## config.mk

```make
export PLATFORM = sky130hd
export DESIGN_NAME = mem_ctrl
export DESIGN_NICKNAME = d
export VERILOG_FILES = /design/src/rtl/mem_ctrl.sv
export SDC_FILE = /design/constraint.sdc
export NUM_CORES = 1
export LEC_CHECK = 0
export ABC_CLOCK_PERIOD_IN_PS = 3600
export CORE_MARGIN = 2
export CORE_UTILIZATION = 45
export DETAILED_ROUTE_END_ITERATION = 16
export PLACE_DENSITY = 0.73
export RECOVER_POWER = 100
export SLEW_MARGIN = 20
export SYNTH_ARGS = -nofsm -noshare
export SYNTH_HDL_FRONTEND = slang
export SYNTH_SLANG_ARGS = --single-unit
```

## constraint.sdc

```tcl
create_clock -name clk -period 3.6 [get_ports clk]
set_clock_uncertainty 0.15 [all_clocks]
set_input_delay 0.36 -clock clk [delete_from_list [all_inputs] [get_ports clk]]
set_output_delay 0.36 -clock clk [all_outputs]
set_load 0.01 [all_outputs]
```

## src/rtl/mem_ctrl.sv

```systemverilog
`default_nettype none
`timescale 1ns/1ps
// ============================================================================
// mem_ctrl : serializes LSB / instruction-fetch requests onto the byte-wide
//            RAM/IO bus, little-endian, one request at a time.
// Revision : 1.0 - initial release
// ============================================================================
module mem_ctrl (
  input  logic        clk,
  input  logic        rst,
  input  logic        rdy,
  input  logic        rollback,
  input  logic        lsb_en,
  input  logic        lsb_rw,
  input  logic [31:0] lsb_addr,
  input  logic [2:0]  lsb_len,
  input  logic [31:0] lsb_w_data,
  output logic        lsb_done,
  output logic [31:0] lsb_r_data,
  input  logic        if_en,
  input  logic [31:0] if_addr,
  output logic        if_done,
  output logic [31:0] if_data,
  input  logic [7:0]  mem_din,
  output logic [7:0]  mem_dout,
  output logic [31:0] mem_a,
  output logic        mem_wr,
  input  logic        io_buffer_full
);

  typedef enum logic [1:0] {
    S_IDLE  = 2'd0,
    S_READ  = 2'd1,
    S_WRITE = 2'd2
  } state_t;

  localparam logic c_OWN_LSB = 1'b0;
  localparam logic c_OWN_IF  = 1'b1;

  state_t      r_state,      w_state_nxt;
  logic        r_owner,      w_owner_nxt;
  logic [31:0] r_base,       w_base_nxt;
  logic [2:0]  r_len,        w_len_nxt;
  logic [2:0]  r_cnt,        w_cnt_nxt;
  logic        r_io,         w_io_nxt;
  logic [31:0] r_buf,        w_buf_nxt;
  logic [31:0] r_mem_a,      w_mem_a_nxt;
  logic [7:0]  r_mem_dout,   w_mem_dout_nxt;
  logic        r_wr,         w_wr_nxt;
  logic        r_lsb_done,   w_lsb_done_nxt;
  logic        r_if_done,    w_if_done_nxt;
  logic [31:0] r_lsb_r_data, w_lsb_r_data_nxt;
  logic [31:0] r_if_data,    w_if_data_nxt;

  logic [2:0]  w_req_len;
  logic [2:0]  w_cnt_inc;
  logic [31:0] w_cur_a;
  logic [31:0] w_buf_cap;
  logic [7:0]  w_next_byte;
  logic        w_stall;

  assign w_req_len   = (lsb_len == 3'd1) ? 3'd1 :
                       (lsb_len == 3'd2) ? 3'd2 : 3'd4;
  assign w_cnt_inc   = r_cnt + 3'd1;
  assign w_cur_a     = r_base + {29'd0, r_cnt};
  assign w_next_byte = r_buf[{w_cnt_inc[1:0], 3'b000} +: 8];
  assign w_stall     = r_io & io_buffer_full;

  // RAM answers one cycle late, so the byte on mem_din belongs to slot cnt-1
  always_comb begin
    w_buf_cap = r_buf;
    case (r_cnt)
      3'd1:    w_buf_cap[7:0]   = mem_din;
      3'd2:    w_buf_cap[15:8]  = mem_din;
      3'd3:    w_buf_cap[23:16] = mem_din;
      3'd4:    w_buf_cap[31:24] = mem_din;
      default: ;
    endcase
  end

  always_comb begin
    w_state_nxt      = r_state;
    w_owner_nxt      = r_owner;
    w_base_nxt       = r_base;
    w_len_nxt        = r_len;
    w_cnt_nxt        = r_cnt;
    w_io_nxt         = r_io;
    w_buf_nxt        = r_buf;
    w_mem_a_nxt      = r_mem_a;
    w_mem_dout_nxt   = r_mem_dout;
    w_wr_nxt         = r_wr;
    w_lsb_done_nxt   = 1'b0;
    w_if_done_nxt    = 1'b0;
    w_lsb_r_data_nxt = r_lsb_r_data;
    w_if_data_nxt    = r_if_data;

    case (r_state)
      S_IDLE: begin
        // The done cycle still sees the old request's en high; skip it.
        if (!rollback && !r_lsb_done && !r_if_done) begin
          if (lsb_en) begin
            w_owner_nxt = c_OWN_LSB;
            w_base_nxt  = lsb_addr;
            w_len_nxt   = w_req_len;
            w_cnt_nxt   = 3'd0;
            w_io_nxt    = (lsb_addr[17:16] == 2'b11);
            w_mem_a_nxt = lsb_addr;
            if (lsb_rw) begin
              w_state_nxt    = S_WRITE;
              w_buf_nxt      = lsb_w_data;
              w_mem_dout_nxt = lsb_w_data[7:0];
              w_wr_nxt       = 1'b1;
            end else begin
              w_state_nxt = S_READ;
              w_buf_nxt   = 32'd0;
            end
          end else if (if_en) begin
            w_owner_nxt = c_OWN_IF;
            w_base_nxt  = if_addr;
            w_len_nxt   = 3'd4;
            w_cnt_nxt   = 3'd0;
            w_io_nxt    = 1'b0;
            w_mem_a_nxt = if_addr;
            w_state_nxt = S_READ;
            w_buf_nxt   = 32'd0;
          end
        end
      end

      S_READ: begin
        if (rollback) begin
          w_state_nxt = S_IDLE;
          w_cnt_nxt   = 3'd0;
          w_mem_a_nxt = 32'd0;
          w_buf_nxt   = 32'd0;
        end else begin
          if (r_cnt != 3'd0) begin
            w_buf_nxt = w_buf_cap;
          end
          if (r_cnt == r_len) begin
            w_state_nxt = S_IDLE;
            w_cnt_nxt   = 3'd0;
            w_mem_a_nxt = 32'd0;
            if (r_owner == c_OWN_IF) begin
              w_if_done_nxt = 1'b1;
              w_if_data_nxt = w_buf_cap;
            end else begin
              w_lsb_done_nxt   = 1'b1;
              w_lsb_r_data_nxt = w_buf_cap;
            end
          end else begin
            w_cnt_nxt   = w_cnt_inc;
            w_mem_a_nxt = (w_cnt_inc < r_len) ? (w_cur_a + 32'd1) : 32'd0;
          end
        end
      end

      S_WRITE: begin
        // Stores are committed: rollback has no effect here.
        if (!w_stall) begin
          if (w_cnt_inc == r_len) begin
            w_state_nxt    = S_IDLE;
            w_cnt_nxt      = 3'd0;
            w_wr_nxt       = 1'b0;
            w_mem_a_nxt    = 32'd0;
            w_mem_dout_nxt = 8'd0;
            w_lsb_done_nxt = 1'b1;
          end else begin
            w_cnt_nxt      = w_cnt_inc;
            w_mem_a_nxt    = w_cur_a + 32'd1;
            w_mem_dout_nxt = w_next_byte;
          end
        end
      end

      default: begin
        w_state_nxt = S_IDLE;
        w_wr_nxt    = 1'b0;
      end
    endcase
  end

  always_ff @(posedge clk or negedge rst) begin
    if (!rst) begin
      r_state      <= S_IDLE;
      r_owner      <= c_OWN_LSB;
      r_base       <= 32'd0;
      r_len        <= 3'd0;
      r_cnt        <= 3'd0;
      r_io         <= 1'b0;
      r_buf        <= 32'd0;
      r_mem_a      <= 32'd0;
      r_mem_dout   <= 8'd0;
      r_wr         <= 1'b0;
      r_lsb_done   <= 1'b0;
      r_if_done    <= 1'b0;
      r_lsb_r_data <= 32'd0;
      r_if_data    <= 32'd0;
    end else if (rdy) begin
      r_state      <= w_state_nxt;
      r_owner      <= w_owner_nxt;
      r_base       <= w_base_nxt;
      r_len        <= w_len_nxt;
      r_cnt        <= w_cnt_nxt;
      r_io         <= w_io_nxt;
      r_buf        <= w_buf_nxt;
      r_mem_a      <= w_mem_a_nxt;
      r_mem_dout   <= w_mem_dout_nxt;
      r_wr         <= w_wr_nxt;
      r_lsb_done   <= w_lsb_done_nxt;
      r_if_done    <= w_if_done_nxt;
      r_lsb_r_data <= w_lsb_r_data_nxt;
      r_if_data    <= w_if_data_nxt;
    end
  end

  assign lsb_done   = r_lsb_done;
  assign lsb_r_data = r_lsb_r_data;
  assign if_done    = r_if_done;
  assign if_data    = r_if_data;
  assign mem_a      = r_mem_a;
  assign mem_dout   = r_mem_dout;
  // A full UART buffer holds off an IO byte without leaving WRITE
  assign mem_wr     = r_wr & rdy & ~w_stall;

endmodule
`default_nettype wire

```

## Word-level counts from Yosys, hierarchy flattened

Cells that the tools add are included.

| cells by class | value |
|---|---|
| reduce and logical (&&, ||, !) cells | 19 |
| divide/modulo/power cells | 0 |
| muxes and demuxes | 67 |
| bitwise gates (word level) | 7 |
| multipliers | 0 |
| shifts and indexed selects | 1 |
| order comparisons | 1 |
| $add $sub $neg | 3 |
| eq/ne operators | 19 |

Operators by type and width:

| kind | count |
|---|---|
| two-way mux 32 bit | 14 |
| one-hot mux 32 bit (3 select lines) | 1 |
| two-way mux 8 bit | 9 |
| one-hot mux 32 bit (2 select lines) | 1 |
| two-way mux 3 bit | 11 |
| adder 32 x 1 -> 32 bit, second input constant | 1 |
| adder 32 x 3 -> 32 bit | 1 |
| indexed part select 32 x 6 -> 8 bit | 1 |
| AND reduction 5 bit | 4 |
| two-way mux 1 bit | 18 |
| two-way mux 2 bit | 8 |
| one-hot mux 8 bit (2 select lines) | 1 |
| AND reduction 6 bit | 2 |
| inequality test 2 bit, second input constant | 5 |
| == test 3 x 2 -> 1 bit, second input constant | 3 |
| inequality test 3 bit, second input constant | 3 |
| one-hot mux 3 bit (3 select lines) | 1 |
| AND reduction 7 bit | 1 |
| == test 3 x 1 -> 1 bit, second input constant | 2 |
| == test 3 bit | 2 |
| one-hot mux 2 bit (3 select lines) | 1 |
| nonzero test 2 bit | 3 |
| nonzero test 3 bit | 2 |
| == test 2 bit, second input constant | 2 |
| other kinds (12) | 20 |

| storage, ports and cells | value |
|---|---|
| register bits after elaboration | 181 |
| bits in latches | 0 |
| input port bits | 115 |
| bits in read-only memories | 0 |
| memories kept | 0 |
| bits in writable memories | 0 |

## Logic depth before layout (Yosys ltp)

| depth | value |
|---|---|
| depth after elaboration | 6 |
| mapped depth | 10 |
| mapped depth without buffers | 9 |

## Least setup slack after synthesis

Ideal clock, no wire load.

| timing | value |
|---|---|
| path kind | reg2reg |
| from | register r_cnt[0] |
| to | register r_state[0] |
| cell stages (with the launch flop) | 11 |
| data arrival time | 2587 ps |
| slack | 738 ps |
| clock period less this slack | 2862 ps |
| library setup time | 125 ps |
| path through | dfrtp_1 > buf_2 > inv_1 > ha_1 > ha_1 > nand3_1 > and2_1 > clkbuf_1 > o21bai_1 > nor3b_2 > mux2_2 |

| on the way | value |
|---|---|
| cells in the longest elaborated chain, start to end | 4 |

RTL lines:

| what | RTL line | RTL |
|---|---|---|
| from (decl) | 44 | `logic [2:0] r_cnt, w_cnt_nxt;` |
| from (signal assigned) | 204 | `r_cnt <= w_cnt_nxt;` |
| adder 3 x 1 -> 3 bit | 64 | `assign w_cnt_inc = r_cnt + 3'd1;` |
| == test 3 bit | 161 | `if (w_cnt_inc == r_len) begin` |
| inequality test 2 bit (no source line) | -- |  |
| AND reduction 6 bit (no source line) * | -- |  |
| to (signal assigned) | 200 | `r_state <= w_state_nxt;` |
| to (decl) | 40 | `state_t r_state, w_state_nxt;` |

Mark *: on every way between the ends. The rest lies on a longest branch, timed or not.
A chain may end at the register's enable or synchronous reset.

## Worst setup path after layout

| timing | value |
|---|---|
| from | register r_cnt[0] |
| to | register r_state[1] |

The elaborated chain is that of the path after synthesis.

==> flow_summary.toml <==
[die]
start_util_pct = 46.1
core_sq_um = 20400
dieWidth_um = 148
dieArea_sq_um = 22000
ios = 222
die_y_um = 148
fp-row-count = 52

[clock_tree]
clk_latency_ns = 0.45
numCtsBuffers = 17
cts-root-buf = "clkbuf_16"
cts_tree = "built"
ctsHtreeMaxLevel = 4
cts.sinks = 181
clk_pin_slew_ns = 0.08
ctsLongestPathBuffers = 2
post_cts_buffers = 0

[critical_path]
path_cells = "inv_1 -> ha_1 -> ha_1 -> nand3_1 -> and2_0 -> o21bai_1 -> nor3b_1 -> mux2_2"
max_stage_delay_ns = 0.50
end_kind = "flop"
required_ns = 3.78
critPathMaxFanout = 10
path_class = "flop to flop"
crit_top_cell = "ha_1"
startpoint_type = "flop"
crit_family = "adder cells"
crit_arrival_ns = 3.43
crit_slowest_cell = "ha_1"
crit_buf_inv = 1

[run]
maxCapViolations = 1

[sta]
relSlewSlack_pct = -11.5
fin_setup_tns_ns = 0
fin_crit_sh_pct = 90.5
tightest_slew_ns = 1.67
hold_viol = 0
hold-worst-slack_ns = 0.208
setup_viol = 0
clock.fmax_ghz = 0.307
rsz0062_at_grt = "no"
finalMaxSlewViolations = 67
fin_crit_ns = 3.26

[final_layout]
fillers = 1701
fin_cells = 1423
antenna_cells = 0
area_delta_synth_final_pct = 31.5
nets = 1272
final_common_cell = "dfrtp_1"
final_cell_mix = "dfrtp_1, clkdlybuf4s50_1, dlygate4sd3_1"
final_area_sq_um = 12300
layout-drive-gt1-share_pct = 7.29

[routing]
wire_per_inst_um = 18.8
drc = 0
dr.pass1.iters = 5
num_vias = 7925
vias_per_cell = 5.57
drt-initial-drc-count = 632
routed_wl_mm = 26.7
ant_nets = 0

[run_status]
violations = "max-capacitance violations, max-slew violations"
status = "finished, violations left"

[logic_synthesis]
syn_area_per_cell_sq_um = 9.82
ys_types = 59
netlist_instances = 956
synth_top_family_by_area = "compound AO/OA/AOI/OAI gates"
synthArstFlopShare_pct = 100
synth_adder_area_share_pct = 2.35
post_synth_xor_area_fraction_pct = 2.33
synthMuxAreaShare_pct = 9.76
synth_simple_gate_area_share_pct = 16.2
synth_compound_area_share_pct = 17.1
synth_flop_cell = "dfrtp_1"
netlist_area_sq_um = 9390
syn_nets = 1088
synth_seq_cells = 181
synth_edf_count = 0
seq_area_frac_synth_pct = 48.3
ys_warn_count = 0

[grt]
grtUsageTotal_pct = 24.5
gr-total-overflow = 0
grt_pass1_wl_mm = 42.5
grt_antenna_before_repair = 0
grt_pass1_vias = 7601
grt_max_degree = 73

[pwr]
power.total_uw = 9270
power_density_nw_per_um2 = 751
p_leak_uw = 0.00537
ir_worst_vdd_v = 0.000366

[place]
dp_hpwl_mm = 19.2
dp_cells = 1390
portBuffers = 221
dpl_cell_area_sq_um = 11800
gp_congestion = 0.891

[hold_path]
hold_path_class = "input port to flop"
area by class of cell:
class                   count  area [sq um]  area share (%)
inverters                  16          60.1           0.487
flip-flops and latches    181          4530            36.7
clock inverters            15           205            1.66
multi-input cells         687          4460            36.1
repair buffers            237          2320            18.8
well taps                 270           338            2.74
clock buffers              17           425            3.45
repair_timing:
action                    in CTS  in global routing
hold buffers                   1                  0
hold endpoints to repair      63                  0
resized for setup              0                  0
synth_stat cells, drive strengths merged (2+ instances only):
library cell,instances,area share [%]
and4,5,0.48
mux2,4,0.48
a22oi,33,2.6
o22ai,17,1.1
nor3b,4,0.37
dfrtp,181,48
nor2b,13,0.87
o21ai,87,4.6
o22a,2,0.19
a21o,4,0.32
xnor2,14,1.3
nand2b,2,0.13
xor2,11,1.0
ha,16,2.1
clkbuf,35,1.4
nor2,105,4.2
a31oi,2,0.13
nor3,8,0.48
and2,7,0.47
inv,16,0.64
nor4,11,1.2
nand3,16,0.85
o31a,2,0.19
o31ai,2,0.27
o21a,2,0.16
or2,4,0.27
nand4,19,1.7
nand2,96,3.8
buf,37,2.0
and3,5,0.33
nand3b,6,0.48
o2bb2ai,32,3.0
a21oi,69,3.7
mux2i,69,7.4
o21bai,3,0.28
mux4,8,1.9
power by group:
| group | internal, uW | switching, uW | leakage [uW] |
|---|---|---|---|
| Clock | 1010 | 947 | 0.000304 |
| Sequential | 2840 | 703 | 0.00231 |
| Combinational | 1750 | 2010 | 0.00275 |
registers in the layout (all words and copies together), names as in the netlist, 3 cells and up:
register / count
mem_a: 32
lsb_r_data: 32
r_cnt: 3
r_len: 3
if_data: 32
mem_dout: 8
r_base: 32
r_buf: 32
cell families (layout without fill, tap and decap cells):
kind of cell             count (synthesis)  after routing
multiplexers                            81             81
flip-flops                             181            181
adder cells (fa/ha/maj)                 17             17
buffers and inverters                   88            285
XOR/XNOR                                25             25
AO/OA/AOI/OAI                          259            259
AND/OR/NAND/NOR                        305            305
metrics by stage:
step	util, %	setup slack [ns]
detailed placement	57.8	0.419
floorplan	-	0.738
finish	60.6	0.344
CTS	60.9	0.419
global placement	57.8	0.585
global route	60.6	0.0880
layer usage:
| layer | track usage [%] | share of wire, % | vias to the layer above |
|---|---|---|---|
| li1 | - | - | 3792 |
| met1 | 36.3 | 45 | 3822 |
| met2 | 37.2 | 46 | 285 |
| met3 | 4.82 | 6.9 | 26 |
| met4 | 6.10 | 1.4 | 0 |
| met5 | 0 | 0 | - |
path summary, 6_finish.rpt:
kind / startpoint / endpoint / slack (ns) / depth (start not counted)
worst max register to register: r_cnt[0] / r_state[1] / 0.34 / 8
worst min-delay path: lsb_en / r_owner / 0.21 / 2
min in group asynchronous: rst / lsb_r_data[22] / 0.73 / 2
worst min register to register: if_data[2] / if_data[2] / 0.33 / 2
max in group asynchronous: rst / r_owner / 0.77 / 3
worst max-delay path: r_cnt[0] / r_state[1] / 0.34 / 8
Power figures use the tool's default switching activity.
